==> src/rtl/ro_event_capture_if.sv <==
// ro_event_capture_if: event-stream handshake between the capture block and
// its consumer.
//   ev_data  : event word {ts, ch}, driven by the producer
//   ev_valid : producer has an event at the head of its queue
//   ev_ready : consumer accepts ev_data when ev_valid & ev_ready
// Modports: master = producer (capture block), slave = consumer (host side).
interface ro_event_capture_if #(
    parameter int W = 20
);
    logic [W-1:0] ev_data;
    logic         ev_valid;
    logic         ev_ready;

    modport master (output ev_data, output ev_valid, input  ev_ready);
    modport slave  (input  ev_data, input  ev_valid, output ev_ready);
endinterface

==> src/rtl/ro_event_capture.sv <==
// ro_event_capture: follows the readout array's gray clock, decodes which
// channel owns each count slot, samples the shared out_mux line for that slot
// and queues every spike as a timestamped event word {ts, ch}.
// Ports:
//   clk, reset : master clock, synchronous active-high reset
//   en         : capture enable (gray tracking continues while low)
//   gray       : gray count from the array's counter
//   out_mux    : shared serial readout line
//   ev         : event stream (master modport: ev_data/ev_valid out, ev_ready in)
//   overflow   : sticky, an event was dropped on a full queue
//   drop_cnt   : saturating count of dropped events
//   gray_err   : sticky, gray input changed in more than one bit
module ro_event_capture #(
    parameter int NCH        = 8,
    parameter int GW         = 17,
    parameter int CHW        = 3,
    parameter int SAMPLE_DLY = 1,
    parameter int DEPTH      = 16
) (
    input  logic                     clk,
    input  logic                     reset,
    input  logic                     en,
    input  logic [GW-1:0]            gray,
    input  logic                     out_mux,
    ro_event_capture_if.master       ev,
    output logic                     overflow,
    output logic [7:0]               drop_cnt,
    output logic                     gray_err
);
    localparam int AW = $clog2(DEPTH);
    localparam int EW = GW + CHW;
    localparam logic [GW-1:0] GONE = 1;
    localparam logic [AW:0]   PONE = 1;

    // ---------------- gray tracking and slot decode ----------------
    logic [GW-1:0]  gray_q;
    logic           primed_q;
    logic [GW-1:0]  diff;
    logic           onehot, multi;
    logic           slot_valid_d;
    logic [CHW-1:0] slot_ch_d;
    logic [GW-1:0]  slot_ts_d;

    function automatic logic [GW-1:0] gray2bin(input logic [GW-1:0] g);
        logic [GW-1:0] b;
        b[GW-1] = g[GW-1];
        for (int unsigned i = 1; i < GW; i++)
            b[GW-1-i] = b[GW-i] ^ g[GW-1-i];
        return b;
    endfunction

    always_comb begin
        diff         = gray ^ gray_q;
        onehot       = (diff != '0) && ((diff & (diff - GONE)) == '0);
        multi        = (diff != '0) && !onehot;
        // single change in a bit >= NCH is an idle slot
        slot_valid_d = primed_q && en && onehot && (diff[NCH-1:0] != '0);
        slot_ch_d    = '0;
        for (int unsigned i = 0; i < NCH; i++)
            if (diff[i]) slot_ch_d = CHW'(i);
        slot_ts_d    = gray2bin(gray);
    end

    always_ff @(posedge clk) begin
        gray_q <= gray;
        if (reset) primed_q <= 1'b0;
        else       primed_q <= 1'b1;
    end

    // ---------------- sample alignment pipe ----------------
    logic           smp_valid;
    logic [CHW-1:0] smp_ch;
    logic [GW-1:0]  smp_ts;

    generate
        if (SAMPLE_DLY == 0) begin : g_nodly
            assign smp_valid = slot_valid_d;
            assign smp_ch    = slot_ch_d;
            assign smp_ts    = slot_ts_d;
        end else begin : g_dly
            logic           pv_q  [SAMPLE_DLY];
            logic [CHW-1:0] pch_q [SAMPLE_DLY];
            logic [GW-1:0]  pts_q [SAMPLE_DLY];

            always_ff @(posedge clk) begin
                if (reset) begin
                    for (int unsigned i = 0; i < SAMPLE_DLY; i++) begin
                        pv_q[i]  <= 1'b0;
                        pch_q[i] <= '0;
                        pts_q[i] <= '0;
                    end
                end else begin
                    pv_q[0]  <= slot_valid_d;
                    pch_q[0] <= slot_ch_d;
                    pts_q[0] <= slot_ts_d;
                    for (int unsigned i = 1; i < SAMPLE_DLY; i++) begin
                        pv_q[i]  <= pv_q[i-1];
                        pch_q[i] <= pch_q[i-1];
                        pts_q[i] <= pts_q[i-1];
                    end
                end
            end

            assign smp_valid = pv_q[SAMPLE_DLY-1];
            assign smp_ch    = pch_q[SAMPLE_DLY-1];
            assign smp_ts    = pts_q[SAMPLE_DLY-1];
        end
    endgenerate

    // ---------------- event FIFO ----------------
    logic [EW-1:0] mem_q [DEPTH];
    logic [AW:0]   wptr_q, rptr_q;
    logic [AW:0]   count;
    logic [EW-1:0] head_q;
    logic [EW-1:0] push_data;
    logic [AW-1:0] rnext_idx;
    logic          empty, full, push, pop, push_ok, drop;
    logic          overflow_q, gray_err_q;
    logic [7:0]    drop_cnt_q;

    always_comb begin
        empty     = (wptr_q == rptr_q);
        full      = (wptr_q[AW] != rptr_q[AW]) && (wptr_q[AW-1:0] == rptr_q[AW-1:0]);
        count     = wptr_q - rptr_q;
        push_data = {smp_ts, smp_ch};
        push      = smp_valid && out_mux;
        pop       = !empty && ev.ev_ready;
        push_ok   = push && (!full || pop);
        drop      = push && full && !pop;
        rnext_idx = rptr_q[AW-1:0] + 1'b1;
    end

    always_ff @(posedge clk) begin
        if (push_ok) mem_q[wptr_q[AW-1:0]] <= push_data;
    end

    always_ff @(posedge clk) begin
        if (reset) begin
            wptr_q     <= '0;
            rptr_q     <= '0;
            head_q     <= '0;
            overflow_q <= 1'b0;
            drop_cnt_q <= '0;
            gray_err_q <= 1'b0;
        end else begin
            if (push_ok) wptr_q <= wptr_q + PONE;
            if (pop)     rptr_q <= rptr_q + PONE;
            // head register: new push becomes head when the queue is (or is
            // about to become) empty; otherwise a pop preloads the next entry
            if (push_ok && (empty || (pop && count == PONE)))
                head_q <= push_data;
            else if (pop && count > PONE)
                head_q <= mem_q[rnext_idx];
            if (drop) begin
                overflow_q <= 1'b1;
                if (drop_cnt_q != '1) drop_cnt_q <= drop_cnt_q + 8'd1;
            end
            if (primed_q && en && multi) gray_err_q <= 1'b1;
        end
    end

    assign ev.ev_data  = head_q;
    assign ev.ev_valid = !empty;
    assign overflow    = overflow_q;
    assign drop_cnt    = drop_cnt_q;
    assign gray_err    = gray_err_q;
endmodule
==> src/flat_wrapper.sv <==
// flat-port wrapper written by rule: the top's interface ports become plain ports
module ro_event_capture_flat 
#(
    parameter int NCH        = 8,
    parameter int GW         = 17,
    parameter int CHW        = 3,
    parameter int SAMPLE_DLY = 1,
    parameter int DEPTH      = 16
)
  (clk, reset, en, gray, out_mux, overflow, drop_cnt, gray_err, ev_ev_data, ev_ev_valid, ev_ev_ready);
  ro_event_capture_if ev_i ();
  input  logic clk;
  input  logic reset;
  input  logic en;
  input  logic [GW-1:0] gray;
  input  logic out_mux;
  output logic overflow;
  output logic [7:0] drop_cnt;
  output logic gray_err;
  output wire logic [$bits(ev_i.ev_data)-1:0] ev_ev_data;
  output wire logic [$bits(ev_i.ev_valid)-1:0] ev_ev_valid;
  input wire logic [$bits(ev_i.ev_ready)-1:0] ev_ev_ready;
  assign ev_ev_data = ev_i.ev_data;
  assign ev_ev_valid = ev_i.ev_valid;
  assign ev_i.ev_ready = ev_ev_ready;
  ro_event_capture #(.NCH(NCH), .GW(GW), .CHW(CHW), .SAMPLE_DLY(SAMPLE_DLY), .DEPTH(DEPTH)) u_core (.clk(clk), .reset(reset), .en(en), .gray(gray), .out_mux(out_mux), .ev(ev_i), .overflow(overflow), .drop_cnt(drop_cnt), .gray_err(gray_err));
endmodule
==> config.mk <==
export PLATFORM = sky130hd
export DESIGN_NAME = ro_event_capture_flat
export DESIGN_NICKNAME = d
export VERILOG_FILES = /design/src/rtl/ro_event_capture_if.sv /design/src/rtl/ro_event_capture.sv /design/src/flat_wrapper.sv
export SDC_FILE = /design/constraint.sdc
export NUM_CORES = 1
export LEC_CHECK = 0
export CAP_MARGIN = 20
export CELL_PAD_IN_SITES_DETAIL_PLACEMENT = 1
export CELL_PAD_IN_SITES_GLOBAL_PLACEMENT = 2
export CORE_AREA = 8 8 208 210
export CTS_CLUSTER_SIZE = 16
export DETAILED_ROUTE_END_ITERATION = 6
export DIE_AREA = 0 0 216 218
export PLACE_DENSITY = 0.73
export SLEW_MARGIN = 30
export SYNTH_ARGS = -nofsm -noshare
export SYNTH_HDL_FRONTEND = slang
export SYNTH_SLANG_ARGS = --single-unit
==> constraint.sdc <==
create_clock -name clk -period 10.05 [get_ports clk]
set_clock_uncertainty 0.05 [all_clocks]
set_input_delay 2.01 -clock clk [delete_from_list [all_inputs] [get_ports clk]]
set_output_delay 2.01 -clock clk [all_outputs]
set_load 0.05 [all_outputs]
Word-level counts from Yosys, hierarchy flattened

Memories as Yosys holds them, arrays and structs flattened.
Cells that the tools add are included.

Register bits after elaboration: 58
Bits in writable memories: 341
Bits of input ports: 22
Word-level logic and storage cells: 91
Memories kept: 4

Memory list:

| name               | words | width | read ports | clocked after memory_dff | wr ports | line                    | RTL |
|---|---|---|---|---|---|---|---|
| u_core.mem_q       | 16    | 20    | 1          | 0                        | 1        | ro_event_capture.sv:111 | `logic [EW-1:0] mem_q [DEPTH];` |
| u_core.g_dly.pts_q | 1     | 17    | 1          | 0                        | 1        | ro_event_capture.sv:83  | `logic [GW-1:0] pts_q [SAMPLE_DLY];` |
| u_core.g_dly.pch_q | 1     | 3     | 1          | 0                        | 1        | ro_event_capture.sv:82  | `logic [CHW-1:0] pch_q [SAMPLE_DLY];` |
| u_core.g_dly.pv_q  | 1     | 1     | 1          | 0                        | 1        | ro_event_capture.sv:81  | `logic pv_q [SAMPLE_DLY];` |

Add/subtract/negate cells: 6
Order comparisons: 1
Equality and inequality tests: 5
Multiplexer cells: 20
Bitwise logic cells: 18
Reductions and logical operators: 29

Operator list:

| operator                                                      | count |
|---|---|
| two-way mux 20 bit                                            | 2 |
| bitwise AND 17 bit                                            | 1 |
| zero test 17 bit                                              | 1 |
| two-way mux 17 bit                                            | 1 |
| nonzero test 17 bit                                           | 1 |
| OR reduction 17 bit                                           | 1 |
| subtractor 17 x 1 -> 17 bit, second input constant            | 1 |
| XOR 17 bit                                                    | 1 |
| XOR 1 bit                                                     | 16 |
| logical AND 1 bit                                             | 15 |
| two-way mux 3 bit                                             | 5 |
| adder 5 x 1 -> 5 bit, second input constant                   | 2 |
| two-way mux 1 bit                                             | 10 |
| adder 8 x 1 -> 8 bit, second input constant                   | 1 |
| != test 8 bit, second input constant                          | 1 |
| nonzero test 8 bit                                            | 1 |
| equality test 5 x 1 -> 1 bit, second input constant           | 1 |
| equality test 5 bit                                           | 1 |
| greater-than comparator 5 x 1 -> 1 bit, second input constant | 1 |
| subtractor 5 bit                                              | 1 |
| adder 4 x 1 -> 4 bit, second input constant                   | 1 |
| equality test 4 bit                                           | 1 |
| zero test 1 bit                                               | 4 |
| two-way mux 2 bit                                             | 2 |
| 6 further kinds                                               | 7 |

Depth between registers and ports, before layout

Depth in word-level cells: 17
Depth in mapped cells: 11
Mapped depth without buffers: 10

Least setup slack after synthesis

OpenSTA, ideal clock, no wires.

Kind: input -> register
Start: in ev_ev_ready
End: mem u_core.mem_q[3][0] (netlist name) (enable)
Arrival: 3.854 ns
Path slack: 5.723 ns
Stages on the path: 3
Cells stage by stage: o311a_1 > nand2_1 > nor3_1

Word-level cells in the longest chain between the ends: 5

RTL lines:

| what                                    | line                    | RTL |
|---|---|---|
| from (decl)                             | flat_wrapper.sv:22      | `input wire logic [$bits(ev_i.ev_ready)-1:0] ev_ev_ready;` |
| logical AND 1 bit                       | ro_event_capture.sv:127 | `pop = !empty && ev.ev_ready;` |
| logical OR 1 bit                        | ro_event_capture.sv:128 | `push_ok = push && (!full \|\| pop);` |
| logical AND 1 bit                       | ro_event_capture.sv:128 |  |
| two-way mux 1 bit                       | ro_event_capture.sv:134 | `if (push_ok) mem_q[wptr_q[AW-1:0]] <= push_data;` |
| two-way mux 1 bit (implied by the code) | ro_event_capture.sv:134 |  |
| to (decl)                               | ro_event_capture.sv:111 |  |

Every way passes these cells.

Worst setup path in the final report

Start: reg u_core.wptr_q[3]
End: out ev_ev_valid

Word-level cells in the longest chain between the ends: 2

RTL lines:

| what                   | line                    | RTL |
|---|---|---|
| from (decl)            | ro_event_capture.sv:112 | `logic [AW:0] wptr_q, rptr_q;` |
| from (signal assigned) | ro_event_capture.sv:146 | `if (push_ok) wptr_q <= wptr_q + PONE;` |
| equality test 5 bit    | ro_event_capture.sv:122 | `empty = (wptr_q == rptr_q);` |
| zero test 1 bit        | ro_event_capture.sv:163 | `assign ev.ev_valid = !empty;` |
| to (decl)              | flat_wrapper.sv:21      | `output wire logic [$bits(ev_i.ev_valid)-1:0] ev_ev_valid;` |

Every way passes these cells.

==> metrics.log <==
[metrics] result of the run: complete, no violations
[metrics] number of antenna violations at the first check in global routing: 0
[metrics] critical-path maximum fanout: 24
[metrics] final worst path period share: 0.5196
[metrics] root cell of the clock tree: clkbuf_16
[metrics] Bufs on Longest Clock Path: 3
[metrics] worst flop-to-flop path startpoint: u_core.rptr_q[0]
[metrics] antenna diode instance count: 0
[metrics] leak pwr: 6.061 nW
[metrics] number of instances in the synthesized netlist: 851
[metrics] family with the most delay on the worst path: buffers and inverters
[metrics] residual DRC count: 0
[metrics] layout overhead on the synthesized area: 17.50%
[metrics] Antenna Nets Post-Route: 0
[metrics] fmax: 191.5 MHz
[metrics] Port Buffer Count: 52
[metrics] Num CTS Buffers: 42
[metrics] number of buffers inserted by hold repair at cts: 0
[metrics] Layout Nets: 961
[metrics] unique cell type count in the Yosys netlist: 52
[metrics] worst setup slack for register-to-register paths: 6.47 ns
[metrics] weighted congestion reported at the end of routability-driven placement: 0.7343
[metrics] Worst Hold Launch: u_core.gray_err
[metrics] RSZ-0062 raised after global routing: no
[metrics] vertical extent of the die: 218 microns
[metrics] count of max-cap constraint violations: 0
[metrics] nature of the critical path startpoint: flip-flop
[metrics] most common flop cell mapped by yosys: edfxtp_1
[metrics] total setup violations reported at the end of the flow: 0
[metrics] worst path required time: 7.99 ns
[metrics] clk sinks: 399
[metrics] dominant cell type by area after synthesis: edfxtp_1
[metrics] buffers and inverters on the worst path: 2
[metrics] initial standard-cell utilization of the core: 0.3911
[metrics] layout filler cell count: 3807
[metrics] First-pass DRT Iterations: 5
[metrics] clk_lat worst skew: 0.54 ns
[metrics] pre-CTS WS: 5.276 ns
[metrics] met3 capacity usage during global routing: 0.03037
[metrics] main area contributors after synthesis: edfxtp_1, mux4_2, dfxtp_1
[metrics] Cell Chain, Critical Path: ha_1 > nand4_1 > nand2b_1 > buf_4 > clkdlybuf4s50_1
[metrics] Clock H-tree levels: 2
[metrics] area share of the largest cell type after synthesis: 0.6115
[metrics] vias in the first global route: 8654
[metrics] post-CTS setup buffer count: 0
[metrics] pin count of the biggest net entering global routing: 62
[metrics] Post-Route WL: 40.25 mm
[metrics] GR Overflow Total: 0
[metrics] site row count: 74
[metrics] DRC violation total after the first TritonRoute iteration: 705
[metrics] Max transition margin: 0.3163
[metrics] fraction of layout instances using a drive strength above 1: 0.2352
[metrics] ranking of synthesized cells by instance count: edfxtp_1, mux4_2, dfxtp_1, nor2_1, xnor2_1
[metrics] number of hold-slack violations in the final timing report: 0
[metrics] Core Region: 40180 sq um
[metrics] share of the yosys chip area belonging to registers: 0.7122
[metrics] final critical-path setup slack: 4.828 ns
[metrics] global routing's busiest layer: met2
[metrics] post-CTS resize count: 0
[metrics] Critical Setup Path Class: flip-flop to output port
[metrics] worst IR drop on VDD: 0.1698 mV
[metrics] CTS tree: done
[metrics] library cell with the highest instance count after synthesis: edfxtp_1
[metrics] aggregate global-route resource usage: 0.1687
[metrics] ys async rst share: 0
[metrics] number of synthesized flops with an enable pin: 320
[metrics] overall via count from detail_route: 8428
[metrics] final-report max-slew violation count: 0
[metrics] DIE AREA: 47090 sq um
[metrics] chip width: 216 microns
[metrics] total standard cell area after synthesis: 15710 sq um
[metrics] HPWL reported at the end of detailed placement: 22.13 mm
[metrics] syn avg cell area: 18.47 sq um
[metrics] actual slew at the worst max-slew pin: 1.026 ns
[metrics] worst min-delay path category: flip-flop to flip-flop
[metrics] delay contributed by the slowest stage of the critical path: 0.91 ns
[metrics] Power Density: 200.1 nW/um^2
[metrics] ports placed on the boundary: 53
[metrics] Min-Delay Endpoint: u_core.gray_err
[metrics] WP data arrival: 3.16 ns
[metrics] synthesized flop and latch total: 399
[metrics] cell at the slowest stage of the critical path: clkdlybuf4s50_1
[metrics] per-cell via count in the routed design: 5.645
[metrics] number of cells on the worst reg-to-reg path: 7
[metrics] met1 routing resource usage after global routing: 0.2336
[metrics] Routed WL per cell: 26.96 microns
[metrics] clock transition at the register clock pins on the worst setup and hold paths after CTS: 0.06 ns
[metrics] type of destination of the critical path: output port
[metrics] hold-critical path depth: 1
[metrics] Worst R2R End: u_core.ev.ev_data[13]
[metrics] number of warnings printed during yosys synthesis: 0
[metrics] met2 capacity usage during global routing: 0.2785
[metrics] global-route wire length before repair: 58.68 mm
[metrics] min cycle time layout: 5.222 ns
[metrics] setup TNS after final layout: 0 ns
[metrics] Net Count, Synth: 884
## cell usage in the layout (no fill, tap or decap), types with 4 or more instances in the layout
cell type / synthesis / final
a211oi_1: 21 / 21
a21oi_1: 14 / 14
a311oi_1: 20 / 20
and2_1: 5 / 5
buf_4: 1 / 27
bufinv_16: 0 / 6
clkbuf_1: 31 / 6
clkbuf_16: 0 / 43
clkbuf_8: 0 / 7
clkdlybuf4s50_1: 0 / 51
clkinv_2: 0 / 11
dfxtp_1: 79 / 78
edfxtp_1: 320 / 320
ha_1: 10 / 9
inv_1: 9 / 9
mux4_2: 100 / 100
nand2_1: 23 / 22
nand3_1: 23 / 23
nand4_1: 11 / 11
nor2_1: 44 / 32
nor2_2: 0 / 12
nor2b_1: 4 / 4
nor3_2: 0 / 4
o21ai_0: 24 / 24
xnor2_1: 32 / 30
xor2_1: 18 / 18
## kinds of logic (layout without fill, tap and decap cells)
kind of cell | count (synthesis) | after routing | share of synthesized area
adder cells (fa/ha/maj) | 11 | 11 | 0.009236
XOR/XNOR | 57 | 57 | 0.03798
AO/OA/AOI/OAI | 97 | 97 | 0.04244
multiplexers | 102 | 102 | 0.1447
AND/OR/NAND/NOR | 129 | 129 | 0.03902
buffers and inverters | 56 | 166 | 0.01449
flip-flops | 399 | 399 | 0.7122
## how the worst max path moves through the flow
stage | start | end | cells after the start
3_3_place_gp | gray[14] | u_core.g_dly.pts_q[0][3] | 7
2_1_floorplan | ev_ev_ready | u_core.mem_q[3][0] | 3
5_1_grt | u_core.wptr_q[3] | ev_ev_valid | 5
4_1_cts | u_core.wptr_q[3] | ev_ev_valid | 5
6_report | u_core.wptr_q[3] | ev_ev_valid | 5
3_5_place_dp | gray[15] | u_core.g_dly.pts_q[0][3] | 7
## state kept, by name, summed over array words and instances, names as in the netlist
name	cells
u_core.drop_cnt	8
u_core.ev.ev_data	20
u_core.g_dly.pch_q	3
u_core.g_dly.pts_q	17
u_core.g_dly.pv_q	1
u_core.gray_err	1
u_core.gray_q	17
u_core.mem_q	320
u_core.overflow	1
u_core.primed_q	1
u_core.rptr_q	5
u_core.wptr_q	5
## report_power, final
part           total [W]  internal, W  switching (W)
logic           0.000102    0.0000484      0.0000533
clock network    0.00162     0.000989       0.000626
registers        0.00198      0.00188      0.0000962
total            0.00369      0.00292       0.000776
## layout make-up
| type | instances | area [sq um] | area share |
|---|---|---|---|
| inverter | 9 | 33.78 | 0.001830 |
| tap | 532 | 665.6 | 0.03605 |
| clock inverter | 21 | 256.5 | 0.01389 |
| sequential | 399 | 11190 | 0.6063 |
| clock buffer | 56 | 1195 | 0.06472 |
| multi-input combinational | 396 | 4389 | 0.2377 |
| timing repair buffer | 80 | 729.5 | 0.03951 |
## stage by stage
stage / hold slack (ns) / std cells / total power (W) / utilization / cell area [sq um]
after floorplan: 0.4135 / 851 / 0.002037 / - / 15710
after global placement: 0.4175 / 1416 / 0.002111 / 0.4232 / 17010
after detailed placement: 0.4125 / 1416 / 0.002119 / 0.4233 / 17010
after CTS: 0.4284 / 1493 / 0.003727 / 0.4594 / 18460
after global routing: 0.4482 / 1493 / 0.003794 / 0.4595 / 18460
final: 0.4219 / 1493 / 0.003695 / 0.4595 / 18460
## metal layers
metal / vias to the layer above / part of all wire / routed length, microns
met3: 55 / 0.064 / 2595
met4: 0 / 0.016 / 628
li1: 3580 / - / -
met1: 4503 / 0.43 / 17490
met5: - / 0 / 0
met2: 290 / 0.49 / 19530
(Power assumes the default switching activity.)
